--- src/rtl/rr_arbiter8.sv ---
// rr_arbiter8: 8-requester round-robin arbiter with a registered valid/ready grant.
// Requester index i sits on bit [7-i] so the grant feeds the 8-to-3 one-hot
// encoder directly (bit 7 = index 0). The grant is one-hot while grant_valid is
// high and all-zero otherwise.
// Optional feature: define ARB_LOCK_EN to let one requester hold the grant for
// up to HOLD_MAX consecutive accepts while it keeps requesting.
module rr_arbiter8 #(
    parameter int unsigned PTR_RESET = 0,
    parameter int unsigned HOLD_MAX  = 4
) (
    input  logic       clk,
    input  logic       rst_n,
    input  logic [7:0] req,
    input  logic       grant_ready,
    output logic [7:0] grant,
    output logic       grant_valid
);

    localparam int unsigned IDX_W = 3;
    localparam int unsigned REQ_W = 8;

    typedef enum logic {
        IDLE  = 1'b0,
        OFFER = 1'b1
    } state_e;

    state_e             state_q, state_d;
    logic [IDX_W-1:0]   ptr_q,   ptr_d;
    logic [IDX_W-1:0]   idx_q,   idx_d;
    logic [REQ_W-1:0]   grant_q, grant_d;
    logic               valid_q, valid_d;
`ifdef ARB_LOCK_EN
    logic [IDX_W-1:0]   cnt_q,   cnt_d;
`endif

    logic               req_any;
    logic [IDX_W-1:0]   next_ptr;

    // First requesting index in the order p, p+1, ..., p+7 (mod 8).
    function automatic logic [IDX_W-1:0] rr_pick(input logic [REQ_W-1:0] r,
                                                  input logic [IDX_W-1:0] p);
        logic [IDX_W-1:0] idx;
        rr_pick = p;
        for (int i = REQ_W - 1; i >= 0; i--) begin
            idx = p + IDX_W'(i);
            if (r[IDX_W'(REQ_W - 1) - idx]) begin
                rr_pick = idx;
            end
        end
    endfunction

    // Index i maps to bit [7-i] of the one-hot grant.
    function automatic logic [REQ_W-1:0] to_onehot(input logic [IDX_W-1:0] idx);
        to_onehot = REQ_W'(8'h80) >> idx;
    endfunction

    assign req_any  = |req;
    assign next_ptr = idx_q + IDX_W'(1);

    // Next-state: pick a winner from idle, or hold / rotate on an accepted offer.
    always_comb begin
        state_d = state_q;
        ptr_d   = ptr_q;
        idx_d   = idx_q;
        grant_d = grant_q;
        valid_d = valid_q;
`ifdef ARB_LOCK_EN
        cnt_d   = cnt_q;
`endif
        case (state_q)
            IDLE: begin
                if (req_any) begin
                    idx_d   = rr_pick(req, ptr_q);
                    grant_d = to_onehot(idx_d);
                    valid_d = 1'b1;
                    state_d = OFFER;
`ifdef ARB_LOCK_EN
                    cnt_d   = IDX_W'(1);
`endif
                end
            end
            OFFER: begin
                if (grant_ready) begin
`ifdef ARB_LOCK_EN
                    if (req[IDX_W'(REQ_W - 1) - idx_q] && (cnt_q < IDX_W'(HOLD_MAX))) begin
                        // Same requester keeps the grant; pointer stays put.
                        cnt_d = cnt_q + IDX_W'(1);
                    end else
`endif
                    begin
                        ptr_d = next_ptr;
                        if (req_any) begin
                            idx_d   = rr_pick(req, next_ptr);
                            grant_d = to_onehot(idx_d);
`ifdef ARB_LOCK_EN
                            cnt_d   = IDX_W'(1);
`endif
                        end else begin
                            grant_d = '0;
                            valid_d = 1'b0;
                            state_d = IDLE;
                        end
                    end
                end
            end
            default: begin
                state_d = IDLE;
                grant_d = '0;
                valid_d = 1'b0;
            end
        endcase
    end

    // State and output registers; reset clears any pending offer immediately.
    always_ff @(posedge clk or negedge rst_n) begin
        if (!rst_n) begin
            state_q <= IDLE;
            ptr_q   <= IDX_W'(PTR_RESET);
            idx_q   <= '0;
            grant_q <= '0;
            valid_q <= 1'b0;
`ifdef ARB_LOCK_EN
            cnt_q   <= '0;
`endif
        end else begin
            state_q <= state_d;
            ptr_q   <= ptr_d;
            idx_q   <= idx_d;
            grant_q <= grant_d;
            valid_q <= valid_d;
`ifdef ARB_LOCK_EN
            cnt_q   <= cnt_d;
`endif
        end
    end

    assign grant       = grant_q;
    assign grant_valid = valid_q;

endmodule

--- config.mk ---
export PLATFORM = sky130hd
export DESIGN_NAME = rr_arbiter8
export DESIGN_NICKNAME = d
export VERILOG_FILES = /design/src/rtl/rr_arbiter8.sv
export SDC_FILE = /design/constraint.sdc
export NUM_CORES = 1
export LEC_CHECK = 0
export BUFFER_PORTS_ARGS = -buffer_cell sky130_fd_sc_hd__buf_4
export CORE_MARGIN = 10
export CORE_UTILIZATION = 40
export CTS_CLUSTER_SIZE = 16
export DETAILED_ROUTE_END_ITERATION = 8
export GPL_TIMING_DRIVEN = 0
export PLACE_DENSITY_LB_ADDON = 0.25
export SETUP_SLACK_MARGIN = 0.15
export SLEW_MARGIN = 20
export SYNTH_ARGS = -nofsm -noshare
export SYNTH_HDL_FRONTEND = slang
export SYNTH_SLANG_ARGS = --single-unit
--- constraint.sdc ---
create_clock -name clk -period 4.6 [get_ports clk]
set_clock_uncertainty 0.2 [all_clocks]
set_input_delay 0.46 -clock clk [delete_from_list [all_inputs] [get_ports clk]]
set_output_delay 0.46 -clock clk [all_outputs]
set_load 0.01 [all_outputs]
# After elaboration in Yosys (flattened, before gate mapping)

Cells that the tools add are included.

Bits in registers: 16
Input bits: 11
Output and inout port bits: 9
Logic and storage cells: 132

Add/subtract/negate cells: 31
Order comparisons: 16
Eq/ne operators: 4
Shifts and indexed selects: 2
Mux-type cells: 68
Bitwise gates (word level): 1
Reduce and logical (&&, ||, !) cells: 5

Operator list:

| operator                                                                      | count |
|---|---|
| 3-bit two-way mux                                                             | 24 |
| 3-bit by 4-bit less-than comparator with 1-bit output (second input constant) | 16 |
| 1-bit binary-select mux with 3-bit select                                     | 16 |
| 3-bit subtractor (first input constant)                                       | 16 |
| 3-bit adder (second input constant)                                           | 8 |
| 8-bit two-way mux                                                             | 3 |
| 1-bit two-way mux                                                             | 21 |
| 8-bit case mux with 2 select lines                                            | 1 |
| 8-bit by 3-bit right shift with 8-bit output (first input constant)           | 2 |
| 3-bit by 2-bit adder with 3-bit output (second input constant)                | 4 |
| 3-bit by 1-bit adder with 3-bit output (second input constant)                | 3 |
| 8-bit OR reduction                                                            | 1 |
| 2-bit inequality test (second input constant)                                 | 3 |
| 3-bit case mux with 2 select lines                                            | 1 |
| 3-bit AND reduction                                                           | 2 |
| 1-bit case mux with 2 select lines                                            | 2 |
| 2-bit AND reduction                                                           | 2 |
| 2-bit by 1-bit inequality test with 1-bit output (second input constant)      | 1 |
| 1-bit NOT                                                                     | 1 |

# Longest topological paths before layout

Word-level depth: 20
Depth in mapped cells: 14
Gate-level depth less buffers: 9

# Worst setup path before layout

Ideal clock, no wire load.

Kind: reg-to-reg
Start: register ptr_q[1]
End: register idx_q[1]
Library setup time: 125 ps
Data arrival time: 3248 ps
Required time: 4275 ps
Setup slack: 1027 ps
Cell stages (with the launch flop): 14
Buffers on the path: 4
Clock period less this slack: 3573 ps
Cells stage by stage: dfrtp_1 -> buf_2 -> buf_2 -> clkinv_1 -> ha_1 -> clkbuf_1 -> buf_2 -> mux4_2 -> mux2i_1 -> o21ai_0 -> nor3_1 -> a32o_1 -> mux2i_1 -> mux2_2

Word-level cells in the longest chain between the ends: 16
Elaborated cells between the ends (all ways): 43
Those cells by class: 15 x add/sub; 28 x mux

Ends and longest elaborated chain:

| what                                      | line | source |
|---|---|---|
| start, declared                           | 28   | `logic [IDX_W-1:0] ptr_q, ptr_d;` |
| start signal, assigned                    | 118  | `ptr_q <= IDX_W'(PTR_RESET);` |
| start signal, assigned                    | 127  | `ptr_q <= ptr_d;` |
| 3-bit adder                               | 45   | `idx = p + IDX_W'(i);` |
| 3-bit subtractor                          | 46   | `if (r[IDX_W'(REQ_W - 1) - idx]) begin` |
| 1-bit binary-select mux with 3-bit select | 46   |  |
| 1-bit two-way mux (not written as such)   | 46   |  |
| 3-bit two-way mux (7 in series)           | 46   |  |
| 3-bit two-way mux *                       | 46   |  |
| 3-bit two-way mux *                       | 72   | `if (req_any) begin` |
| 3-bit two-way mux *                       | 70   | `case (state_q)` |
| 3-bit two-way mux *                       | 72   |  |
| 3-bit case mux with 2 select lines *      | 70   |  |
| end signal, assigned                      | 128  | `idx_q <= idx_d;` |
| end, declared                             | 29   | `logic [IDX_W-1:0] idx_q, idx_d;` |

Mark *: on every way between the ends. The rest lies on a longest branch, timed or not. The select of a mux whose other input is x is not followed.
A chain may end at the register's enable or synchronous reset.

# Final worst setup path

Ends and elaborated chain as after synthesis.

==> results.md <==
* Status: completed
* Filler Cells Inserted at approximately 680
* Die height at 103 um
* H-tree levels at 1
* Io pins at 20
* Yosys synthesis warning count at 0
* Sequential share of the synthesized area at between 10% and 20%
* CTS tree: yes
* Initial antenna violation count at 0
* GRT Residual Overflow at 0
* Number of global-route vias before repair at about 2600
* GRT Total Usage at about 16%
* Highest Clock Rate at about 240 MHz
* Placer congestion estimate at 0.876
* Max Slew Vio Count at 0
* Nature of the critical path startpoint: flip-flop
* Worst stage delay on the critical path at between 300 and 400 ps
* Die area at between 10000 and 15000 sq um
* Clk pin slew, worst setup/hold paths at ~60 ps
* Clock Sinks at 16
* Number of buffers and inverters on the critical path at 5
* Ys async rst share at between 90% and 100%
* First-pass GRT wire length at 13300 um
* Sequential cell area at roughly 400 sq um
* Delay-heaviest family, CP: buffers and inverters
* Post-DR wirelength/cell at 19.1 um
* WP data arrival at between 4000 and 5000 ps
* Most common cell in the synthesized netlist: nor2_1
* Post-Syn Instances at between 300 and 400
* Period utilization at 89.8%
* Fin area at just over 3000 sq um
* CP required at ~4500 ps
* Number of flops mapped to enable cells by yosys at 0
* Starting Density at between 40 and 50%
* DR vias at between 2000 and 3000
* Post-Syn Area per Cell at between 9 and 10 sq um
* Worst-path cell chain: buf_2, buf_2, clkinv_1, ha_1, clkbuf_1, buf_2, mux4_2, mux2i_2, o21ai_0, nor3_1, a32o_1, mux2i_1, mux2_2
* Slowest cell on crit path: mux4_2
* DRC errors left at 0
* P&R area growth vs syn at 12.0%
* Rows at 30
* PortBufs at 19
* Final TNS setup at 0 ps
* Cell taking the most area after synthesis: mux4_2
* Min cycle time layout at just over 4000 ps
* Die Width at a little over 100 um
* Routed Wire Length at roughly 7800 um
* Yosys top cell area share at between 10% and 20%
* Worst min-delay path class: flip-flop to flip-flop
* Post-synthesis cell area at 2760 sq um
* DR pass1 iterations at 4
* Max_slew headroom at between 30% and 40%
* Post-CTS Setup Bufs at 0
* CTS root buffer: clkbuf_8
* Yosys cell types at 69
* Fraction of layout cells with a size suffix above 1 at around 25%
* Nets at 348
* Setup-failing EPs final at 0
* CTS buffer count at 3
* Dominant cells by area after synthesis: mux4_2 (16%), dfrtp_1 (15%), mux2_2 (5.7%)
* Crit path kind: flip-flop to flip-flop
* Final hold viol count at 0
* Worst setup EP type: flip-flop
* RSZ-0062 raised after global routing: no
* Vias per std cell at around 6.4
* Worst skew pair latency at 250 ps
* Footprint of the multi-input gates at 2200 sq um
* HPWL Detailed at ~6000 um
* Post-synth top cells: nor2_1 (22), mux4_2 (20), nand2_1 (18)
* Final ANT Viol Nets at 0
* Register bit total from synthesis at 16
* Iter 0 DRT Violations at 262
* Synth Net Count at 323
* Antenna diodes at 0
* Worst path most repeated cell: buf_2
* Synth Flop Type: dfrtp_1
* Max_cap viols at 0
* Total core area at ~6800 sq um
* Largest net degree at the start of global routing at 17
* Max Root-Sink Buffers at 2
* Slew @ Worst Pin at between 900 and 1000 ps
* Area after DPL at approximately 3000 sq um
* CP max FO at 10
-- per-stage QoR --
| step | setup WS [ps] | instances | hold slack [ps] | utilization (%) |
|---|---|---|---|---|
| global placement | 389 | 405 | 134 | 44.4 |
| detailed placement | 408 | 405 | 133 | 44.4 |
| CTS | 389 | 410 | 320 | 45.4 |
| finish | 468 | 410 | 310 | 45.7 |
| floorplan | 1030 | 306 | -35.6 | - |
| global route | 129 | 410 | 347 | 45.7 |
-- layout make-up --
| class | instances | share of cell area (%) |
|---|---|---|
| Clock buffer | 4 | 1.78 |
| Timing Repair Buffer | 20 | 4.94 |
| Multi-Input combinational cell | 250 | 71.3 |
| Buffer | 28 | 4.33 |
| Tap cell | 80 | 3.24 |
| Sequential cell | 16 | 13.0 |
| Inverter | 12 | 1.46 |
-- cells by family after synthesis --
kind of cell	synth area share [%]
flip-flops	14.5
multiplexers	30.4
buffers and inverters	6.48
AO/OA/AOI/OAI	27.1
XOR/XNOR	3.22
adder cells (fa/ha/maj)	2.72
AND/OR/NAND/NOR	15.6
-- cell usage in the layout, fill, tap and decap left out, types with 3 or more instances in the layout --
cell / n
nor2b_1: 3
a211o_1: 5
nor2_1: 22
and3_1: 4
and2_1: 6
a32oi_1: 4
buf_2: 11
xnor2_1: 3
or3_1: 3
a221oi_1: 5
clkbuf_8: 4
a31oi_1: 5
nand3_1: 6
a21o_1: 3
o211ai_1: 3
a22oi_1: 4
nand2_1: 18
clkbuf_1: 13
ha_1: 6
o21ai_0: 16
a21oi_1: 14
inv_1: 10
nor3_1: 9
nand2b_1: 5
o31ai_1: 6
mux2i_1: 13
buf_4: 21
a211oi_1: 3
mux4_2: 20
mux2_2: 14
dfrtp_1: 16
-- worst paths after layout --
path	slack, ps	cells after the start	end	start
worst max-delay path	470	13	idx_q[1]	ptr_q[1]
worst min-delay path	310	2	grant[5]	grant[5]
worst max register to register	470	13	idx_q[1]	ptr_q[1]
worst min register to register	310	2	grant[5]	grant[5]
max in group asynchronous	3580	2	grant[0]	rst_n
min in group asynchronous	430	2	grant[7]	rst_n
-- worst reg2reg max path: stages, from the launching register on --
cell,delay [ps]
dfrtp_1,340
buf_2,240
buf_2,270
clkinv_1,260
ha_1,350
clkbuf_1,230
buf_2,300
mux4_2,390
mux2i_2,320
o21ai_0,130
nor3_1,270
a32o_1,350
mux2i_1,110
mux2_2,270
-- per-layer routing --
layer	up-vias	wire [um]	global-route usage, %
met5	-	0	0
met4	0	133	3.53
met3	12	264	1.47
met2	69	3960	26.4
met1	1303	3460	20.6
li1	1258	-	-
-- registers in the layout, indices dropped and copies added, names as in the netlist --
register,count
state_q,1
idx_q,3
grant,8
ptr_q,3
grant_valid,1
-- what timing repair did --
| action | 4_1_cts | 5_1_grt |
|---|---|---|
| endpoints found under the setup margin | 0 | 8 |
| hold buffers | 1 | 0 |
| gates resized for setup | 0 | 4 |
| hold endpoints to repair | 16 | 0 |
Power is left out: the tool's default activity adds up to more than one toggle a clock period on the data nets, which glitch-free logic cannot reach.
